### config.mk
export PLATFORM = sky130hd
export DESIGN_NAME = opnd_fetch
export DESIGN_NICKNAME = d
export VERILOG_FILES = /design/src/rtl/opnd_fetch.sv
export SDC_FILE = /design/constraint.sdc
export NUM_CORES = 1
export LEC_CHECK = 0
export ABC_AREA = 1
export ABC_CLOCK_PERIOD_IN_PS = 2000
export BUFFER_PORTS_ARGS = -buffer_cell sky130_fd_sc_hd__buf_2
export CAP_MARGIN = 40
export CORE_AREA = 3 3 104 106
export DETAILED_ROUTE_END_ITERATION = 7
export DIE_AREA = 0 0 107 109
export GPL_TIMING_DRIVEN = 0
export PLACE_DENSITY = 0.86
export SYNTH_ARGS = -nofsm -noshare
export SYNTH_HDL_FRONTEND = slang
export SYNTH_SLANG_ARGS = --single-unit
### constraint.sdc
create_clock -name clk -period 2 [get_ports clk]
set_input_delay 0.4 -clock clk [delete_from_list [all_inputs] [get_ports clk]]
set_output_delay 0.4 -clock clk [all_outputs]
set_load 0.03 [all_outputs]
### src/rtl/opnd_fetch.sv
// rtl/opnd_fetch.sv - two-operand register-file reader feeding the execute stage
// Optional write-back bypass on the read data is enabled by defining OPND_FETCH_BYPASS_EN.
module opnd_fetch #(
   parameter int REG_COUNT = 8,
   parameter int IDX_W     = 3,
   parameter int DATA_W    = 32
) (
   input  logic                clk,
   input  logic                rst_n,
   input  logic                req_valid,
   output logic                req_ready,
   input  logic [IDX_W+2:0]    opnd0_sel,
   input  logic [IDX_W+2:0]    opnd1_sel,
   input  logic [DATA_W-1:0]   imm,
   output logic                rf_rd_en,
   output logic [IDX_W-1:0]    rf_rd_idx,
   input  logic [DATA_W-1:0]   rf_rd_data,
   input  logic                wb_valid,
   input  logic [IDX_W-1:0]    wb_idx,
   input  logic [DATA_W-1:0]   wb_data,
   output logic                rsp_valid,
   input  logic                rsp_ready,
   output logic [DATA_W-1:0]   opnd0_r,
   output logic [DATA_W-1:0]   opnd1_r
);

   typedef enum logic [2:0] {
      S_IDLE = 3'd0,
      S_RD0  = 3'd1,
      S_RD1  = 3'd2,
      S_CAP  = 3'd3,
      S_RSP  = 3'd4
   } state_t;

   state_t state, state_nx;

   logic [IDX_W+2:0]  sel0_q, sel1_q;
   logic [DATA_W-1:0] imm_q;

   logic [IDX_W-1:0]  idx0, idx1;
   logic [1:0]        size0, size1;
   logic              use_imm0, use_imm1;
   logic [DATA_W-1:0] src0, src1;
   logic              unused_cfg;

   assign idx0     = sel0_q[IDX_W-1:0];
   assign size0    = sel0_q[IDX_W+1:IDX_W];
   assign use_imm0 = sel0_q[IDX_W+2];
   assign idx1     = sel1_q[IDX_W-1:0];
   assign size1    = sel1_q[IDX_W+1:IDX_W];
   assign use_imm1 = sel1_q[IDX_W+2];

   // Size 01 selects the high byte of the low word (AH/CH/DH/BH).
   function automatic logic [DATA_W-1:0] extract(input logic [1:0] size,
                                                 input logic [DATA_W-1:0] d);
      logic [DATA_W-1:0] r;
      r = '0;
      case (size)
         2'b00:   r[7:0]  = d[7:0];
         2'b01:   r[7:0]  = d[15:8];
         2'b10:   r[15:0] = d[15:0];
         default: r       = d;
      endcase
      return r;
   endfunction

`ifdef OPND_FETCH_BYPASS_EN
   // A write landing in the capture cycle is newer than what the RF returned.
   assign src0 = (wb_valid && (wb_idx == idx0)) ? wb_data : rf_rd_data;
   assign src1 = (wb_valid && (wb_idx == idx1)) ? wb_data : rf_rd_data;
   assign unused_cfg = (REG_COUNT > (1 << IDX_W));
`else
   assign src0 = rf_rd_data;
   assign src1 = rf_rd_data;
   assign unused_cfg = (REG_COUNT > (1 << IDX_W)) ^ wb_valid ^ (^wb_idx) ^ (^wb_data);
`endif

   always_ff @(posedge clk or negedge rst_n) begin
      if (!rst_n) begin
         state <= S_IDLE;
      end else begin
         state <= state_nx;
      end
   end

   always_comb begin
      state_nx  = state;
      req_ready = 1'b0;
      rf_rd_en  = 1'b0;
      rf_rd_idx = '0;
      rsp_valid = 1'b0;
      case (state)
         S_IDLE: begin
            req_ready = 1'b1;
            if (req_valid) begin
               state_nx = S_RD0;
            end
         end
         S_RD0: begin
            rf_rd_en = ~use_imm0;
            if (!use_imm0) begin
               rf_rd_idx = idx0;
            end
            state_nx = S_RD1;
         end
         S_RD1: begin
            rf_rd_en = ~use_imm1;
            if (!use_imm1) begin
               rf_rd_idx = idx1;
            end
            state_nx = S_CAP;
         end
         S_CAP: begin
            state_nx = S_RSP;
         end
         S_RSP: begin
            rsp_valid = 1'b1;
            if (rsp_ready) begin
               state_nx = S_IDLE;
            end
         end
         default: begin
            state_nx = S_IDLE;
         end
      endcase
   end

   always_ff @(posedge clk or negedge rst_n) begin
      if (!rst_n) begin
         sel0_q  <= '0;
         sel1_q  <= '0;
         imm_q   <= '0;
         opnd0_r <= '0;
         opnd1_r <= '0;
      end else begin
         if ((state == S_IDLE) && req_valid) begin
            sel0_q <= opnd0_sel;
            sel1_q <= opnd1_sel;
            imm_q  <= imm;
         end
         if (state == S_RD1) begin
            opnd0_r <= extract(size0, use_imm0 ? imm_q : src0);
         end
         if (state == S_CAP) begin
            opnd1_r <= extract(size1, use_imm1 ? imm_q : src1);
         end
      end
   end

endmodule

==> results.rst, run 1 <==
.. list-table::
   :header-rows: 1

   * - Metric
     - Value
   * - Worst clock skew
     - between 10 and 15 ps
   * - First element of the critical path
     - state[2]
   * - Largest cells by area after synthesis
     - sky130_fd_sc_hd__dfrtp_1 (52%), sky130_fd_sc_hd__nand2_1 (22%), sky130_fd_sc_hd__nand3_1 (6.1%), sky130_fd_sc_hd__o21ai_0 (6.0%), sky130_fd_sc_hd__inv_1 (5.0%)
   * - Result of the run
     - complete, no violations
   * - Number of nets in the finished design
     - about 980
   * - Mapped cell area
     - 0.005331 sq mm
   * - Worst Max-Slew Pin Slew
     - about 620 ps
   * - List of most frequent post-synthesis cells
     - sky130_fd_sc_hd__nand2_1 (308), sky130_fd_sc_hd__dfrtp_1 (111), sky130_fd_sc_hd__inv_1 (71)
   * - Endpoint of the worst register-to-register path
     - opnd1_r[19]
   * - Clock Root Buffer
     - sky130_fd_sc_hd__clkbuf_8
   * - IO Count
     - approximately 190
   * - Asr flop ratio synth
     - 100.0%
   * - Cell leakage power
     - approximately 3.8 nW
   * - Primary flip-flop cell chosen by synthesis mapping
     - sky130_fd_sc_hd__dfrtp_1
   * - Worst setup path endpoint
     - rf_rd_en
   * - Post-route fraction of the period consumed by the critical path
     - ~97%
   * - Final Core Density
     - 66.16%
   * - Pwr/cell area
     - around 1700 mW/mm^2
   * - Detailed placement HPWL
     - between 10000 and 15000 um
   * - Worst-Skew Late Latency
     - ~380 ps
   * - Most common cell in the netlist
     - sky130_fd_sc_hd__nand2_1
   * - Detailed Route WL
     - roughly 15000 um
   * - Mapped Nets
     - 815
   * - Starting Density
     - a little over half
   * - Overall die area
     - about 0.012 sq mm
   * - Path type of the worst min-delay path
     - in -> async
   * - Fillcell total
     - 844
   * - Worst path setup slack after routing
     - 52.00 ps
   * - Average instance area after synthesis
     - 7.627 sq um
   * - Pins over their slew limit
     - 0
   * - Worst hold margin
     - approximately 28 ps
   * - Number of flops mapped to enable cells by yosys
     - 0
   * - Routing usage on met3
     - between 4 and 5%
   * - Busiest layer in global routing
     - met2
   * - Core ar.
     - between 0.009 and 0.01 sq mm
   * - Number of unique standard cell types used by synthesis
     - 25
   * - Post-route total power
     - approximately 0.011 W
   * - Count of cells along the worst register-to-register path
     - 6
   * - Part of the Yosys area used for sequential elements
     - between 50 and 60%
   * - Chip Width
     - 107 um
   * - Met1 GRT Util
     - 37.86%
   * - Max Freq
     - 513.3 MHz
   * - Final std cells w/o fill
     - between 900 and 1k
   * - GRT overflow
     - 0
   * - Die extent in y
     - between 100 and 150 um
   * - Starting DRC count in detailed routing
     - ~460
   * - Required arrival time at the worst endpoint
     - around 1600 ps
   * - Worst slack after detailed placement
     - 104.2 ps
   * - Normalized max-slew margin
     - 58.40%
   * - DR pass1 iterations
     - 5
   * - Portion of synthesized cell area occupied by the leading cell type
     - between 50% and 60%
   * - Data arrival time of the critical path
     - roughly 1600 ps
   * - DRC
     - 0
   * - Critical path peak fanout
     - 10
   * - Clock period minus worst slack
     - roughly 2000 ps
   * - Pin count of the biggest net entering global routing
     - between 60 and 70
   * - Average wire per standard cell
     - between 10 and 15 um
   * - Detailed-route via count
     - approximately 5.1k
   * - Antenna violation net count after detailed routing
     - 0
   * - Number of placed instances, taps included
     - 982
   * - First-pass GRT wire length
     - 23770 um
   * - Maximum root-to-sink buffer count
     - 2
   * - Unrepaired setup endpoints after global routing
     - yes
   * - Port Buffers
     - approximately 150
   * - Met2 Usage GRT
     - between 40% and 50%
   * - Area overhead of the layout relative to synthesis
     - 22.41%
   * - Number of buffers added by the clock tree synthesis step
     - 9
   * - Reg-to-reg critical path startpoint
     - sel1_q[5]
   * - Yosys warning total
     - 0
   * - H-tree level count
     - 3
   * - Routed vias/inst
     - slightly above 5
   * - CTS tree
     - yes
   * - Number of global-route vias before repair
     - around 4.8k
   * - Cell type with the highest aggregate area in the netlist
     - sky130_fd_sc_hd__dfrtp_1
   * - Register bit total from synthesis
     - about 110
   * - Final number of setup-violating endpoints
     - 0
   * - Fin. Hold Viols
     - 0
   * - Maxcap violations
     - 0
   * - Routability congestion estimate
     - 0.9401
   * - Number of cells produced by synthesis
     - roughly 700
   * - Clock transition at the registers of the reported paths
     - 110 ps
   * - Reg2reg setup slack
     - about 460 ps
   * - Cts-stage hold buffer count
     - 0
   * - Worst IR Drop VDD
     - 0.9072 mV
   * - Number of standard-cell rows in the floorplan
     - 36
   * - Combined global-route utilization of all metal layers
     - approximately a quarter
   * - CP Class
     - reg -> out
   * - Kind of start point of the critical path
     - flop
   * - Sort of element at the end of the critical path
     - primary output
   * - CTS Sinks
     - around 110
   * - Fraction of layout instances using a drive strength above 1
     - about a quarter
   * - Antenna violations before repair
     - 0
   * - Ant diodes
     - 0
[worst min path at each step]
stage | startpoint | endpoint | cells after the start
after floorplan | rst_n | imm_q[0] | 0
after global placement | opnd0_r[28] | opnd0_r[28] | 2
after detailed placement | rst_n | imm_q[26] | 1
after CTS | rst_n | imm_q[26] | 1
after global routing | rst_n | imm_q[26] | 1
final | rst_n | imm_q[26] | 1
[cell families (layout without fill, tap and decap cells)]
| logic type | Yosys count | in the layout | share of synthesized area (%) |
|---|---|---|---|
| and+or+nand+nor | 396 | 396 | 31.05 |
| AOI/OAI and AO/OA | 85 | 85 | 8.285 |
| DFF | 111 | 111 | 52.10 |
| buffers and inverters | 107 | 274 | 8.566 |
[layer usage]
metal / routed length, um / part of all wire (%)
met5: 0 / 0
met4: 456 / 3.1
met3: 1270 / 8.5
met2: 6615 / 44
met1: 6544 / 44
[flip-flops by register name, summed over array words and instances, names as in the netlist]
| register | flops |
|---|---|
| opnd0_r | 32 |
| state | 3 |
| sel1_q | 6 |
| sel0_q | 6 |
| imm_q | 32 |
| opnd1_r | 32 |
[where the power goes]
group	total, W	switching [W]	internal (W)
Combinational	0.00577	0.00401	0.00176
Clock	0.00127	0.000802	0.000469
Sequential	0.00409	0.000794	0.00329
[worst max-delay path, cell delays in order, from the launching register on]
cell,delay (ps)
sky130_fd_sc_hd__dfrtp_1,430
sky130_fd_sc_hd__nor2_4,150
sky130_fd_sc_hd__nand2_4,90
sky130_fd_sc_hd__buf_6,150
sky130_fd_sc_hd__o22ai_1,150
sky130_fd_sc_hd__buf_4,200
[per-stage QoR]
stage	setup TNS (ps)	instance area, sq um
finish	0	6526
global route	-1.712	6526
CTS	0	6513
detailed placement	0	6274
global placement	-73160	6243
floorplan	0	5331
[placed cells by master, fill, tap and decap left out, types with 3 or more instances in the layout]
cell type                  synthesis  final
sky130_fd_sc_hd__nand2_1         308    308
sky130_fd_sc_hd__buf_2            11    154
sky130_fd_sc_hd__dfrtp_1         111    110
sky130_fd_sc_hd__inv_1            71     70
sky130_fd_sc_hd__o21ai_0          64     64
sky130_fd_sc_hd__nand3_1          65     64
sky130_fd_sc_hd__o21ai_1          16     16
sky130_fd_sc_hd__clkbuf_1         15     13
sky130_fd_sc_hd__buf_4             3     10
sky130_fd_sc_hd__clkbuf_8          0      9
sky130_fd_sc_hd__buf_6             4      6
sky130_fd_sc_hd__and2_1            6      6
sky130_fd_sc_hd__nor2_1            6      4
sky130_fd_sc_hd__o21ai_2           4      4
sky130_fd_sc_hd__nand3_4           2      3
sky130_fd_sc_hd__nor2_4            1      3
[area by class of cell]
class / instances / area [sq um] / area share, %
plain buffers: 32 / 181.4 / 2.780
clock buffers: 9 / 123.9 / 1.898
clock inverters: 7 / 57.56 / 0.8819
inverters: 73 / 276.5 / 4.237
multi-input cells: 481 / 2130 / 32.63
flip-flops and latches: 111 / 2779 / 42.58
well taps: 133 / 166.4 / 2.550
repair buffers: 153 / 812.0 / 12.44
[timing repair]
| action | CTS | global route |
|---|---|---|
| pin swaps | 3 | 2 |
| setup endpoints to repair | 4 | 4 |
| resized for setup | 15 | 2 |
| buffers inserted | 2 | 1 |
Note: power is estimated with default switching activity, not from simulation.
==> inputs of run 2 (changes only) <==
--- a/config.mk
+++ b/config.mk
@@ -14,6 +14,8 @@
 export DIE_AREA = 0 0 107 109
 export GPL_TIMING_DRIVEN = 0
 export PLACE_DENSITY = 0.86
+export REMOVE_ABC_BUFFERS = 1
+export SETUP_SLACK_MARGIN = 0.1
 export SYNTH_ARGS = -nofsm -noshare
 export SYNTH_HDL_FRONTEND = slang
 export SYNTH_SLANG_ARGS = --single-unit
==> run 2 against run 1 <==
Via count decreased by 3.2%. Final cell count decreased by 1.8%. Sequential power about the same. Largest power group unchanged. Die area unchanged. Setup slack got worse by 1.9 ps. Clock power about the same. Register-to-register slack got worse by 300 ps. Worst hold slack got worse by 3.9 ps. Largest cell class unchanged. Sequential share of layout area decreased by 0.30 points. Critical path depth unchanged. Utilization increased by 0.67 points.
==> results.rst, run 2 (same netlist as run 1, synthesis figures left out) <==
.. list-table::
   :header-rows: 1

   * - Metric
     - Value
   * - Maximum root-to-sink buffer count
     - 2 (unchanged)
   * - Worst clock skew
     - 14.84 ps (was 13.53 ps)
   * - Switching share of power
     - 49.65% (was 50.36%)
   * - Reg2reg setup slack
     - 160 ps (was 460 ps)
   * - Share of total power in the clock network
     - 11.0% (was 11.4%)
   * - Worst hold margin
     - 24.04 ps (was 27.98 ps)
   * - Overall die area
     - 0.01166 sq mm (unchanged)
   * - Commonest non-fill, non-tap cells in the layout
     - sky130_fd_sc_hd__nand2_1 (308), sky130_fd_sc_hd__buf_2 (142), sky130_fd_sc_hd__dfrtp_1 (107) (was sky130_fd_sc_hd__nand2_1 (308), sky130_fd_sc_hd__buf_2 (154), sky130_fd_sc_hd__dfrtp_1 (110))
   * - Pin count of the biggest net entering global routing
     - 69 (was 64)
   * - Detailed placement HPWL
     - 9276 um (was 11460 um)
   * - Starting DRC count in detailed routing
     - 255 (was 462)
   * - DRC
     - 0 (unchanged)
   * - Clock transition at the registers of the reported paths
     - 110 ps (about the same)
   * - Fraction of layout instances using a drive strength above 1
     - 24.29% (was 23.67%)
   * - Antenna violations before repair
     - 0 (unchanged)
   * - Kind of start point of the critical path
     - flop (unchanged)
   * - Number of global-route vias before repair
     - 4814 (was 4779)
   * - Number of nets in the finished design
     - 959 (was 977)
   * - CTS Sinks
     - 111 (unchanged)
   * - Critical path peak fanout
     - 4 (was 10)
   * - Internal power
     - 0.005732 W (was 0.005522 W)
   * - Share of power burned in registers
     - 36.2% (was 36.7%)
   * - Pwr/cell area
     - 1727 mW/mm^2 (was 1705 mW/mm^2)
   * - Antenna violation net count after detailed routing
     - 0 (unchanged)
   * - Fin. Hold Viols
     - 0 (unchanged)
   * - Most common cell after layout, fill and taps aside
     - sky130_fd_sc_hd__nand2_1 (unchanged)
   * - Result of the run
     - complete, no violations (unchanged)
   * - Port Buffers
     - 149 (unchanged)
   * - Count of cells along the worst register-to-register path
     - 6 (unchanged)
   * - Worst-Skew Late Latency
     - 360 ps (was 380 ps)
   * - Path type of the worst min-delay path
     - in -> async (unchanged)
   * - Combined global-route utilization of all metal layers
     - 26.39% (was 26.31%)
   * - Chip Width
     - 107 um (unchanged)
   * - Normalized max-slew margin
     - 42.24% (was 58.40%)
   * - Ant diodes
     - 0 (unchanged)
   * - Area overhead of the layout relative to synthesis
     - 23.66% (was 22.41%)
   * - Worst Max-Slew Pin Slew
     - 863.3 ps (was 624.0 ps)
   * - Die extent in y
     - 109 um (unchanged)
   * - Routability congestion estimate
     - 0.8467 (was 0.9401)
   * - CTS tree
     - yes (unchanged)
   * - Routed vias/inst
     - 5.048 (was 5.120)
   * - Required arrival time at the worst endpoint
     - 1600 ps (about the same)
   * - Clock Root Buffer
     - sky130_fd_sc_hd__clkbuf_8 (unchanged)
   * - H-tree level count
     - 3 (unchanged)
   * - Detailed-route via count
     - 4952 (was 5115)
   * - GRT overflow
     - 0 (unchanged)
   * - Post-route total power
     - 0.01138 W (was 0.01112 W)
   * - Clock period minus worst slack
     - 1950 ps (was 1948 ps)
   * - Post-route fraction of the period consumed by the critical path
     - 97.50% (was 97.40%)
   * - Maxcap violations
     - 0 (unchanged)
   * - Final number of setup-violating endpoints
     - 0 (unchanged)
   * - Average wire per standard cell
     - 15.32 um (was 14.90 um)
   * - CP Class
     - reg -> out (unchanged)
   * - Number of standard-cell rows in the floorplan
     - 36 (unchanged)
   * - Starting Density
     - 54.05% (unchanged)
   * - Switching power
     - 0.005652 W (was 0.005603 W)
   * - Core ar.
     - 0.009864 sq mm (unchanged)
   * - Number of buffers added by the clock tree synthesis step
     - 9 (unchanged)
   * - Cts-stage hold buffer count
     - 0 (unchanged)
   * - Largest registers
     - imm_q (32), opnd0_r (32), opnd1_r (32) (unchanged)
   * - Pins over their slew limit
     - 0 (unchanged)
   * - First-pass GRT wire length
     - 23870 um (was 23770 um)
   * - Unrepaired setup endpoints after global routing
     - yes (unchanged)
   * - Data arrival time of the critical path
     - 1550 ps (about the same)
   * - Max Freq
     - 512.8 MHz (was 513.3 MHz)
   * - Sort of element at the end of the critical path
     - primary output (unchanged)
   * - Endpoint of the worst register-to-register path
     - imm_q[22] (was opnd1_r[19])
   * - Reg-to-reg critical path startpoint
     - state[0] (was sel1_q[5])
   * - Cell leakage power
     - 3.815 nW (was 3.805 nW)
   * - IO Count
     - 186 (unchanged)
   * - Worst IR Drop VDD
     - 1.113 mV (was 0.9072 mV)
   * - Power share of the combinational group
     - 52.7% (was 51.8%)
   * - Detailed Route WL
     - 15030 um (was 14890 um)
   * - DR pass1 iterations
     - 5 (unchanged)
-- run 2: cell count changes in the layout (fill, tap and decap cells not counted), sizes merged --
cell      previous run  this run
nand2              309       310
clkinvlp             2         1
clkbuf              22        10
buf                172       166
-- run 2: worst max path at each step --
stage | from | to | cells after the start
finish | state[0] | req_ready | 5
detailed placement | state[0] | rf_rd_idx[1] | 6
CTS | state[2] | req_ready | 5
floorplan | state[0] | rf_rd_en | 3
global placement | sel1_q[5] | opnd1_r[0] | 5
global route | state[0] | req_ready | 5
-- run 2: through the flow --
stage                     utilization [%]  setup slack [ps]  setup TNS, ps  instance area [sq um]  cells
after floorplan                         -             56.42              0                   5149    665
after global placement              61.44            -753.2        -103500                   6061    947
after detailed placement            62.53            -299.0          -1409                   6168    951
after CTS                           66.22             75.67              0                   6533    980
after global routing                66.83            -5.530         -5.530                   6593    981
final                               66.83             50.07              0                   6593    981
-- run 2: cell type report --
cell class | count | area, sq um
Inverter | 73 | 279.0
Clock inverter | 6 | 43.79
Clock buffer | 10 | 137.6
Timing Repair Buffer | 166 | 1018
Fill cell | 852 | 3272
Tap cell | 133 | 166.4
Sequential cell | 111 | 2788
Multi-Input combinational cell | 482 | 2160
-- run 2: worst max-delay path: stages, from the launching register on --
cell and delay [ps]:
sky130_fd_sc_hd__dfrtp_2 460, sky130_fd_sc_hd__nor2_4 200, sky130_fd_sc_hd__buf_6 160, sky130_fd_sc_hd__inv_1 60
sky130_fd_sc_hd__nor2_1 120, sky130_fd_sc_hd__buf_4 190
-- run 2: per-layer routing --
| metal | track usage (%) | wire (um) |
|---|---|---|
| met2 | 46.00 | 7451 |
| met3 | 5.210 | 1196 |
| met4 | 8.128 | 263 |
| met5 | 0 | 0 |
| met1 | 33.38 | 6114 |
-- run 2: power groups by stage --
stage	Clock (W)	Sequential, W	Combinational [W]
2_1_floorplan	0	0.00525	0.00235
3_3_place_gp	0	0.00426	0.00493
3_5_place_dp	0	0.00422	0.00526
4_1_cts	0.00129	0.00409	0.00588
5_1_grt	0.00137	0.00424	0.00658
6_report	0.00126	0.00412	0.00600
-- run 2: what timing repair did --
item,CTS,global route
gates cloned,1,0
setup buffers,12,1
pin swaps,2,5
endpoints found under the setup margin,44,46
resized for setup,14,17
